$ cat config.mk
export PLATFORM = sky130hd
export DESIGN_NAME = wave_shaper
export DESIGN_NICKNAME = d
export VERILOG_FILES = /design/src/rtl/wave_pkg.sv /design/src/rtl/wave_lut.sv /design/src/rtl/wave_shaper.sv
export SDC_FILE = /design/constraint.sdc
export NUM_CORES = 1
export LEC_CHECK = 0
export CAP_MARGIN = 15
export CORE_ASPECT_RATIO = 1.2
export CORE_UTILIZATION = 58
export DETAILED_ROUTE_END_ITERATION = 8
export PLACE_DENSITY_LB_ADDON = 0.15
export SETUP_SLACK_MARGIN = 0.1
export SLEW_MARGIN = 20
export SYNTH_ARGS = -nofsm -noshare
export SYNTH_HDL_FRONTEND = slang
export SYNTH_SLANG_ARGS = --single-unit
$ cat constraint.sdc
create_clock -name clk -period 4.25 [get_ports clk]
set_input_delay 0.425 -clock clk [delete_from_list [all_inputs] [get_ports clk]]
set_output_delay 0.425 -clock clk [all_outputs]
set_load 0.02 [all_outputs]
$ cat src/rtl/wave_pkg.sv
// wave_pkg: shared encodings and default widths for the wave_shaper slice.
// Holds wave_sel codes, FSM state encoding and default ACC_W/OUT_W.
package wave_pkg;

  localparam int ACC_W_DEF = 16;
  localparam int OUT_W_DEF = 8;

  typedef enum logic [1:0] {
    WAVE_OFF    = 2'b00,
    WAVE_SQUARE = 2'b01,
    WAVE_SAW    = 2'b10,
    WAVE_TRI    = 2'b11
  } wave_t;

  typedef enum logic {
    ST_IDLE = 1'b0,
    ST_RUN  = 1'b1
  } state_t;

endpackage

$ cat src/rtl/wave_lut.sv
// wave_lut: combinational phase-to-sample map for square/saw/triangle.
// Ports: p (top 8 phase bits), sel (waveform), val (8-bit unsigned sample).
module wave_lut
  import wave_pkg::*;
(
  input  logic [7:0] p,
  input  wave_t      sel,
  output logic [7:0] val
);

  logic [7:0] dbl;

  assign dbl = {p[6:0], 1'b0};

  always_comb begin
    val = '0;
    unique case (1'b1)
      sel == WAVE_SQUARE: val = {8{p[7]}};
      sel == WAVE_SAW:    val = p;
      sel == WAVE_TRI:    val = p[7] ? ~dbl : dbl;
      default:            val = '0;
    endcase
  end

endmodule

$ cat src/rtl/wave_shaper.sv
// wave_shaper: strobe-driven tone generator with shadowed note handshake.
// Ports: clk, n_rst (async low), divide_now strobe, freq_inc/wave_sel/
// note_valid/note_ready note channel, sample/sample_valid output.
// Macro WAVE_PHASE_RESET_EN: restart phase at zero when a note applies.
module wave_shaper
  import wave_pkg::*;
#(
  parameter int ACC_W = ACC_W_DEF,
  parameter int OUT_W = OUT_W_DEF
) (
  input  logic             clk,
  input  logic             n_rst,
  input  logic             divide_now,
  input  logic [ACC_W-1:0] freq_inc,
  input  logic [1:0]       wave_sel,
  input  logic             note_valid,
  output logic             note_ready,
  output logic [OUT_W-1:0] sample,
  output logic             sample_valid
);

  state_t           state;
  state_t           st_nxt;
  wave_t            act_sel;
  wave_t            sh_sel;
  wave_t            eff_sel;
  logic [ACC_W-1:0] acc;
  logic [ACC_W-1:0] act_inc;
  logic [ACC_W-1:0] sh_inc;
  logic [ACC_W-1:0] eff_inc;
  logic [ACC_W-1:0] base;
  logic [ACC_W-1:0] acc_nxt;
  logic             pending;
  logic             accept;
  logic             apply;
  logic [7:0]       p;
  logic [7:0]       lut_val;

  assign note_ready = !pending;
  assign accept     = note_valid && !pending;
  assign apply      = divide_now && pending;

  // Strobe sees the shadow note if one is waiting.
  assign eff_inc = apply ? sh_inc : act_inc;
  assign eff_sel = apply ? sh_sel : act_sel;

  assign st_nxt = (eff_sel == WAVE_OFF) ?
                  ST_IDLE : ST_RUN;

`ifdef WAVE_PHASE_RESET_EN
  assign base = apply ? '0 : acc;
`else
  assign base = acc;
`endif

  assign acc_nxt = (st_nxt == ST_RUN) ?
                   base + eff_inc : '0;

  assign p = acc_nxt[ACC_W-1 -: 8];

  wave_lut u_lut (
    .p   (p),
    .sel (eff_sel),
    .val (lut_val)
  );

  always_ff @(posedge clk or negedge n_rst) begin
    if (!n_rst) begin
      state        <= ST_IDLE;
      acc          <= '0;
      act_inc      <= '0;
      act_sel      <= WAVE_OFF;
      sh_inc       <= '0;
      sh_sel       <= WAVE_OFF;
      pending      <= 1'b0;
      sample       <= '0;
      sample_valid <= 1'b0;
    end else begin
      sample_valid <= divide_now;
      if (accept) begin
        sh_inc  <= freq_inc;
        sh_sel  <= wave_t'(wave_sel);
        pending <= 1'b1;
      end else if (apply) begin
        pending <= 1'b0;
      end
      if (divide_now) begin
        act_inc <= eff_inc;
        act_sel <= eff_sel;
        state   <= st_nxt;
        acc     <= acc_nxt;
        sample  <= lut_val;
      end
    end
  end

endmodule

# After elaboration in Yosys (flattened, before gate mapping)

Index checks and enable logic that the tools add are counted.

Register bits after elaboration: 62
Input port bits: 22
Output and inout port bits: 10
Logic and storage cells: 25

Add/sub/neg operators: 1
Equality and inequality tests: 3
Mux-type cells: 7
Bitwise operators: 1
Reductions and logical operators: 5

Operators by type and width:

| operator           | count |
|---|---|
| $mux 16            | 2 |
| $pmux 8 s3         | 1 |
| $add 16x16->16     | 1 |
| $mux 8             | 1 |
| $not 8->8          | 1 |
| $eq 2x2->1 const B | 2 |
| $eq 2x1->1 const B | 1 |
| $logic_and 1x1->1  | 2 |
| $logic_not 2->1    | 1 |
| $mux 1             | 2 |
| $mux 2             | 1 |
| $reduce_bool 2->1  | 1 |
| $logic_not 1->1    | 1 |

# Logic depth before layout (Yosys ltp)

Word-level depth: 7
Depth in mapped cells: 14
Mapped depth without buffers: 13

# Cells and area by module

From an unflattened synthesis, not the netlist that was laid out.

Cells, all modules: 318
Area, all modules: 3669.8 µm²

By module, submodules not included:

| module      | instances | cells an instance | area each (µm²) | sequential area each (µm²) |
|---|---|---|---|---|
| wave_shaper | 1         | 284               | 3420.8          | 1551.5 |
| wave_lut    | 1         | 34                | 249.0           | 0.0 |

# Worst setup path after synthesis

OpenSTA, ideal clock, no wires.

Kind: in2reg
From: input divide_now
To: register sample[6]
Setup time: 126 ps
Data arrival time: 3502 ps
Data required time: 4124 ps
Setup slack: 622 ps
Stages: 12
Path buffers: 1
Cell sequence: nand2_2 buf_1 mux2_2 ha_1 a21o_2 a31oi_4 and3_4 o21ai_2 a221o_2 xor2_1 nor4_1 o32a_1

Longest elaborated chain between the ends: 7
Elaborated cells between the ends (all ways): 12
Classes of those cells: 1 x add/sub; 3 x eq/ne; 5 x mux; 1 x bitwise; 2 x reduce/logical

RTL lines:

| item                  | RTL line          | RTL |
|---|---|---|
| from (decl)           | wave_shaper.sv:13 | `input logic divide_now,` |
| $logic_and 1x1->1 (*) | wave_shaper.sv:41 | `assign apply = divide_now && pending;` |
| $mux 16 (*)           | wave_shaper.sv:44 | `assign eff_inc = apply ? sh_inc : act_inc;` |
| net eff_inc[6]        | wave_shaper.sv:30 | `logic [ACC_W-1:0] eff_inc;` |
| $add 16x16->16 (*)    | wave_shaper.sv:57 | `base + eff_inc : '0;` |
| $mux 16 (*)           | wave_shaper.sv:56 | `assign acc_nxt = (st_nxt == ST_RUN) ?` |
| $not 8->8             | wave_lut.sv:20    | `sel == WAVE_TRI: val = p[7] ? ~dbl : dbl;` |
| $mux 8                | wave_lut.sv:20    |  |
| $pmux 8 s3 (*)        | wave_lut.sv:17    | `unique case (1'b1)` |
| to (signal assigned)  | wave_shaper.sv:92 | `sample <= lut_val;` |
| to (decl)             | wave_shaper.sv:18 | `output logic [OUT_W-1:0] sample,` |

The timed path passes the listed nets; every way through them passes the cells marked *.
A chain may end at the register's enable or synchronous reset.

# Worst setup path after layout

Same ends and word-level chain as after synthesis.

==> results.md <==
* Outcome: finished, final reports clean
* Register-to-register setup slack at 0.63 ns
* HP Class: input port to asynchronous set/reset pin
* Worst path arrival time at 3.99 ns
* CTS sink count at 62
* CP Cell Sequence: clkdlybuf4s50_1, nand2_2, buf_4, mux2_2, ha_1, inv_1, fa_1, nor2b_1, o2111ai_1, a21oi_1, o2111ai_1, and3_1, nor3_1, o221ai_1, o32a_1
* Vias in the first global route at 2,499
* Final net count at 378
* Final Skew at 0.0120 ns
* Reg power frac at 0.280
* Top FF cell, synth: dfrtp_1
* CTS root buf: clkbuf_8
* PortBufs at 31
* Worst Hold Margin at 0.118 ns
* Area share of the largest cell type after synthesis at 0.447
* RSZ-0062 raised after global routing: no
* I/O Pins at 32
* Post-synth EDFFs at 0
* First-pass GRT wire length at 11,300 um
* DRT Pass-1 Iters at 4
* Area after DPL at 3870 sq um
* Pin count of the biggest net entering global routing at 33
* Post-layout util at 0.709
* Area leader, netlist: dfrtp_1
* CP delay by family, top: compound AO/OA/AOI/OAI gates
* Starting Density at 0.609
* Tmin final at 3.76 ns
* Most frequent cell after synthesis: dfrtp_1
* Kind of critical path: input port to register
* Final WL at 6560 um
* Fmax at 266 MHz
* Postcts setup bufs at 0
* Per-cell routed wire length at 15.6 um
* Comb power frac at 0.581
* Die height at 86.8 um
* Max Cap Viol at 0
* Int Pwr at 1.96 mW
* Final setup TNS at 0 ns
* DIE WIDTH at 72.6 um
* Startpoint Class: input port
* Max-slew violations at 0
* Congestion Overflow GR at 0
* Antenna diodes at 0
* Area Overhead vs Synth at 16.5%
* Avg Inst Size Synth at 11.6 sq um
* Register bit count reported by yosys at 62
* P_leak at 1.74 nW
* Layout Cell Area excl Fill at 4040 sq um
* Top cells by count, synth: dfrtp_1 (62), mux2_2 (52), ha_1 (17)
* Worst Path Required at 4.48 ns
* Quantity of gates resized following cts at 0
* CTS Buf Count at 9
* Total number of vias at 2,481
* CTS clk-pin slew, worst paths at 0.07 ns
* Gate Count Post-Synth at 299
* Worst-skew pair later-pin latency at 0.35 ns
* CP Capture Type: register
* # DRC at 0
* Slew @ Worst Pin at 0.799 ns
* Die area at 6300 sq um
* FF-to-FF End: sample[7]
* Max incr delay on CP at 0.50 ns
* Post-Syn Area at 3470 sq um
* Switch Pwr at 1.42 mW
* Cts hold-fix bufs at 0
* Synthesized Nets at 339
* Post-synthesis cell type count at 56
* FF-to-FF Start: pending
* Endpoints failing setup at 0
* Post-synthesis sequential area ratio at 0.447
* Clock share of power at 0.139
* Initial antenna violation count at 0
* CTS H-tree lvls at 3
* GR Util All Layers at 0.238
* Switching share of power at 0.419
* CP most frequent cell: o2111ai_1
* Hold Violations, Final at 0
* Async SR Flop Fraction at 1.00
* Worst vdd ir at 0.000501 V
* Fillers at 415
* CTS tree: done
* Ratio of cells with drive above 1 in the final layout at 0.249
* Vias/cell at 5.89
* Placement Setup Slack at 0.148 ns
* Slowest cell on the critical path: clkdlybuf4s50_1
* Num rows at 30
* Clk buf depth at 2
* GPL Wtd Cong at 0.885
* Critical-path maximum fanout at 14
* Top cells by area, synth: dfrtp_1 (45%), mux2_2 (17%), ha_1 (6.1%)
* Pwr dens at 836 nW/um^2
* Hpwl dp at 4690 um
* Core footprint at 5710 sq um
* Buffers & Inverters on Critical Path at 3
* Final ANT Viol Nets at 0
* Worst r2r path cells at 11
* Yosys warnings at 0
* Period utilization at 0.886
* Setup ws final at 0.485 ns
* Worst slew margin at 0.452
* DR iter-0 viols at 133
## worst max path at each step
stage	start	end	slack, ns	cells after the start
after floorplan	divide_now	sample[6]	0.62	12
after global placement	divide_now	sample[6]	0.18	15
after detailed placement	divide_now	sample[6]	0.15	15
after CTS	divide_now	sample[6]	0.51	15
after global routing	divide_now	sample[6]	0.27	15
final	divide_now	sample[6]	0.49	15
## cells by family after synthesis
family          synth area share
xor+xnor                  0.0350
buf+inv                   0.0335
compound gates             0.159
simple gates              0.0811
flops                      0.447
mux                        0.177
fa+ha+maj                 0.0670
## power by group through the flow
stage | sequential [mW] | combinational [mW] | clock (mW)
global route | 0.976 | 2.17 | 0.509
global placement | 0.949 | 1.89 | 0
detailed placement | 0.957 | 1.93 | 0
floorplan | 0.966 | 1.46 | 0
CTS | 0.949 | 1.95 | 0.477
finish | 0.947 | 1.96 | 0.469
## final cells by class
cell class | count | area (sq um) | area share
Multi-Input combinational cell | 214 | 1800 | 0.446
Sequential cell | 62 | 1550 | 0.384
Timing Repair Buffer | 40 | 373 | 0.0922
Clock buffer | 13 | 169 | 0.0418
Tap cell | 80 | 100 | 0.0248
Inverter | 11 | 41.3 | 0.0102
Clock inverter | 1 | 5.00 | 0.00124
## metal layers
layer	vias up	track usage	wire [um]
li1	1192	-	-
met5	-	0	0
met3	16	0.0488	223
met2	59	0.390	3170
met4	0	0.127	187
met1	1214	0.296	2970
## stage by stage
stage / std cells / total power [mW]
after CTS: 421 / 3.37
after detailed placement: 407 / 2.89
after global routing: 421 / 3.65
after floorplan: 299 / 2.42
final: 421 / 3.38
after global placement: 407 / 2.84
## registers in the layout, indices dropped and copies added (netlist names)
| name | count |
|---|---|
| sh_sel | 2 |
| acc | 16 |
| act_inc | 16 |
| sample_valid | 1 |
| sample | 8 |
| pending | 1 |
| sh_inc | 16 |
| act_sel | 2 |
## cell usage in the layout (no fill, tap or decap), types with 6 or more instances in the layout
cell type	synthesis	layout
ha_1	17	17
xnor2_1	6	6
inv_1	9	9
mux2_2	52	52
dfrtp_1	62	62
clkdlybuf4s50_1	0	30
clkbuf_8	2	12
nand2_1	13	13
a21oi_1	13	13
a31oi_1	6	6
nor2_1	14	14
o21ai_0	6	6
o2bb2ai_1	10	10
xor2_1	6	6
buf_4	1	9
(Power assumes the default switching activity.)
==> patch 1 (same settings) <==
The option `WAVE_PHASE_RESET_EN` is turned on by a define.
--- a/src/rtl/wave_shaper.sv
+++ b/src/rtl/wave_shaper.sv
@@ -4,2 +4,4 @@
 // Macro WAVE_PHASE_RESET_EN: restart phase at zero when a note applies.
+`define WAVE_PHASE_RESET_EN
+
 module wave_shaper
Check against the original RTL: not equivalent (Yosys sat finds a counterexample within 10 cycles, from zero or initial values and one cycle with n_rst low).
==> patch 1 against the unedited design <==
  * Critical endpoint is now sample[7]
  * Sequential cell count unchanged
  * Final area grew 1.9%
  * Synthesized cell count rose by 7.7%
  * Area after synthesis is 1.0% higher
  * Critical path type is now reg -> reg
  * Largest power group unchanged
  * Total power is 3.8% lower
  * Wire length rose by 6.7%
  * Sequential share of layout area decreased by 0.72 points
  * Worst setup slack better by 0.19 ns
==> patch 1: results (changes against the unedited design) <==
[power]
p_leak_nw=1.77  ; +1.7%
irDropWorstVdd_v=0.000542  ; +8.3%
internal_power_mw=1.97  ; +0.43%
powerComb_mw=1.75  ; -11%
powerSeq_uw=932  ; -2%

[synth]
yosysSeqAreaShare=0.442  ; -0.00446
synth-compound-area-share=0.156  ; -0.00373
synthTopCellsByArea=dfrtp_1, mux2_2, ha_1
syn_nets=360  ; +6.2%
synthMuxAreaShare=0.172  ; -0.00534
synth_xor_area_frac=0.0450  ; +0.0100
synth-adder-area-share=0.0592  ; -0.00780

[place]
post-place-ws_ns=0.356  ; +0.207 ns
dpl.hpwl_um=4810  ; +2.5%
globalplace.congestion=0.894  ; +0.95%
dpl_cell_area_sq_um=3910  ; +0.94%

[setup_path]
ff2ff_path_depth=12  ; +1
crit_fanout=48  ; +34
crit_end=sample[7]
cpMaxStageDelayCell=dfrtp_1
cpPeakStageDelay_ns=0.48  ; -0.02 ns

[grt]
grtUsageTotal=0.248  ; +0.00969
met2_usage=0.414  ; +0.0242
grtUsageMet1=0.325  ; +0.0290
grt_pass1_wl_um=11900  ; +5.9%
use_met3=0.0417  ; -0.00717

[layout]
fill_cells=420  ; +1.2%
nets=394  ; +4.2%
layout-drive-gt1-share=0.216  ; -0.0332

[sta]
worstMarginPinSlew_ns=0.787  ; -0.0127 ns
period_needed_ns=3.57  ; -0.195 ns

[routing]
via_per_inst=5.71  ; -3.1%
drtIter0Drc=143  ; +7.5%

[outcome]
outcome=completed

patch 1: cell types whose count changed after synthesis, sizes merged, moves of 5 or more:
cell,before,now
nand2,14,19
o21a,5,0
nand3,3,8
o21ai,7,18
and2,2,11
xnor2,7,12
patch 1: routing by layer:
| metal | part of all wire | vias to the layer above |
|---|---|---|
| li1 | - | 1226 |
| met1 | 0.46 | 1237 |
| met2 | 0.49 | 54 |
| met3 | 0.055 | 2 |
| met4 | 0.0030 | 0 |
| met5 | 0 | - |
patch 1: stage by stage:
| step | power [mW] | instances |
|---|---|---|
| after floorplan | 2.25 | 322 |
| after global placement | 2.62 | 425 |
| after detailed placement | 2.67 | 425 |
| after CTS | 3.25 | 441 |
| after global routing | 3.50 | 441 |
| final | 3.25 | 441 |
patch 1: final cells by class:
cell class	instances	area, sq um	area share
clock inverter	4	70.1	0.0170
sequential	62	1550	0.376
multi-input combinational	232	1840	0.446
clock buffer	12	145	0.0352
timing repair buffer	37	363	0.0880
tap	80	100	0.0243
inverter	14	52.6	0.0128
==> patch 2 (same flow settings) <==
Made on the original files. Make the reset (`n_rst`) synchronous in one clocked block. Comments in the files are not updated.
--- a/src/rtl/wave_shaper.sv
+++ b/src/rtl/wave_shaper.sv
@@ -66,3 +66,3 @@
 
-  always_ff @(posedge clk or negedge n_rst) begin
+  always_ff @(posedge clk) begin
     if (!n_rst) begin
Formal check against the unedited RTL: differs if n_rst is asserted again (counterexample within 4 cycles, from zero or initial values and one cycle with n_rst low); with n_rst held inactive, the same outputs for 4 cycles.
==> patch 2 against the unedited design <==
  * Global-route usage grew 2.1 points
  * Via count shrank 2.5%
  * Area after synthesis shrank 12%
  * Worst setup slack gained 0.18 ns
  * Sequential cell count is the same
  * Wire length shrank 0.14%
  * Final area shrank 9.4%
  * Synthesized cell count grew 13%
  * Sequential share of layout area shrank 4.5 points
  * Hold slack gained 0.34 ns
Power is not compared: it rests on default switching activity, and its combinational part moved more than twofold at a synthesized area within 25%.
==> patch 2: results (changes against the unedited design) <==
[power]
p_leak_nw=1.51
irDropWorstVdd_v=0.000294

[synth]
synth-compound-area-share=0.184  ; +0.0244
synthFlopType=dfxtp_1
synth_xor_area_frac=0.0543  ; +0.0193
synthTopCellsByArea=dfxtp_1, nand2_1, ha_1
synth-async-reset-ratio=0  ; -1.00
yosysSeqAreaShare=0.405  ; -0.0419
synth-adder-area-share=0.0759  ; +0.00889
yosys-top-cells-count=nand2_1, dfxtp_1, a21boi_0, o21ai_0, ha_1
yosysUniqueCellTypes=49  ; -13%
synthMuxAreaShare=0.0751  ; -0.102
yosysWarnings=0  ; unchanged
syn_nets=377  ; +11%

[grt]
grtUsageTotal=0.259  ; +0.0208
grt_pass1_wl_um=10600  ; -6.0%
grt_pass1_vias=2331  ; -6.7%
antenna_found_initial=0  ; unchanged
grt_max_degree=41  ; +24%

[place]
io_buffers=31  ; unchanged
dpl.hpwl_um=4650  ; -0.81%
post-place-ws_ns=0.323  ; +0.174 ns
globalplace.congestion=0.911  ; +2.9%

[layout]
n_antenna_cell=0  ; unchanged
nets=413  ; +9.3%
layout-drive-gt1-share=0.127  ; -0.122
top_regs=acc (16), act_inc (16), sh_inc (16)

[clock_tree]
cts-root-buf=clkbuf_8
cts-htree-levels=3  ; unchanged
clk-insertion-delay-late_ns=0.34
post_cts_buffers=0  ; unchanged
cts.clk_slew.worst_paths_ns=0.07  ; about the same
clk_path_buf_depth=2  ; unchanged
numCtsBuffers=9  ; unchanged
post_cts_resize_count=0  ; unchanged

[setup_path]
ff2ff_path_depth=13  ; +2
crit_arrival_ns=3.86  ; -0.13 ns
cpPeakStageDelay_ns=0.53  ; +0.03 ns
cpMaxStageDelayCell=or4_1
crit_fanout=16  ; +2

[routing]
wire_per_inst_um=14.9  ; -4.0%
first_pass_iters=4  ; unchanged
via_per_inst=5.53  ; -6.2%
drtIter0Drc=100  ; -25%

[worst_hold_path]
whs_path_depth=2
hold_class=reg -> reg

[outcome]
outcome=completed

[sta]
skew_ns=0.00839  ; -0.00364 ns
worstMarginPinSlew_ns=0.669  ; -0.130 ns

==> patch 2: cell count changes in the layout (fill, tap and decap cells not counted), sizes merged, moves of 6 or more <==
cell	unedited run	this run
dfxtp	0	62
a21boi	1	18
mux2	52	16
o2bb2ai	10	0
and2	2	16
nand2	14	69
o21ai	7	20
a22o	1	7
dfrtp	62	0
==> patch 2: layer usage <==
layer / share of wire / vias up / track usage / wire [um]
met5: 0 / - / 0 / 0
met4: 0.021 / 0 / 0.117 / 136
met3: 0.032 / 17 / 0.0667 / 209
met2: 0.50 / 49 / 0.439 / 3300
met1: 0.44 / 1120 / 0.300 / 2900
li1: - / 1234 / - / -
==> patch 2: path summary, 6_finish.rpt <==
kind,start,end,slack (ns)
worst min-delay path,acc[5],acc[5],0.46
worst max register to register,pending,sample[7],0.94
worst max-delay path,divide_now,sample[7],0.66
worst min register to register,acc[5],acc[5],0.46
==> patch 2: cell families after synthesis <==
logic type / after synthesis
AOI/OAI and AO/OA: 81
xor gates and xnor gates: 19
adders and majority gates: 18
buffers and inverters: 20
DFF: 62
muxes: 21
and+or+nand+nor: 116
==> patch 2: per-stage QoR <==
step | cell area (sq um) | hold slack [ns] | utilization | std cells
CTS | 3660 | 0.472 | 0.731 | 438
finish | 3660 | 0.461 | 0.732 | 438
global route | 3660 | 0.493 | 0.732 | 438
floorplan | 3070 | 0.430 | - | 337
detailed placement | 3430 | 0.453 | 0.685 | 422
global placement | 3430 | 0.442 | 0.685 | 422
==> patch 2: area by class of cell <==
class / count / area [sq um]
Tap cell: 60 / 75.1
Fill cell: 384 / 1350
Timing Repair Buffer: 37 / 355
Inverter: 8 / 30.0
Clock buffer: 10 / 138
Clock inverter: 6 / 92.6
Multi-Input combinational cell: 255 / 1730
Sequential cell: 62 / 1240
==> patch 2: where the power goes <==
group	total (mW)	internal [mW]	switching (mW)
clock network	0.596	0.349	0.247
logic	0.0916	0.0445	0.0470
registers	0.603	0.595	0.00824
==> patch 2: critical path, delay by kind of cell <==
kind | cells | cell delay [ns]
muxes | 1 | 0.40
buffers and inverters | 2 | 0.57
and+or+nand+nor | 5 | 1.19
xor gates and xnor gates | 1 | 0.17
adders and majority gates | 2 | 0.40
AOI/OAI and AO/OA | 3 | 0.70
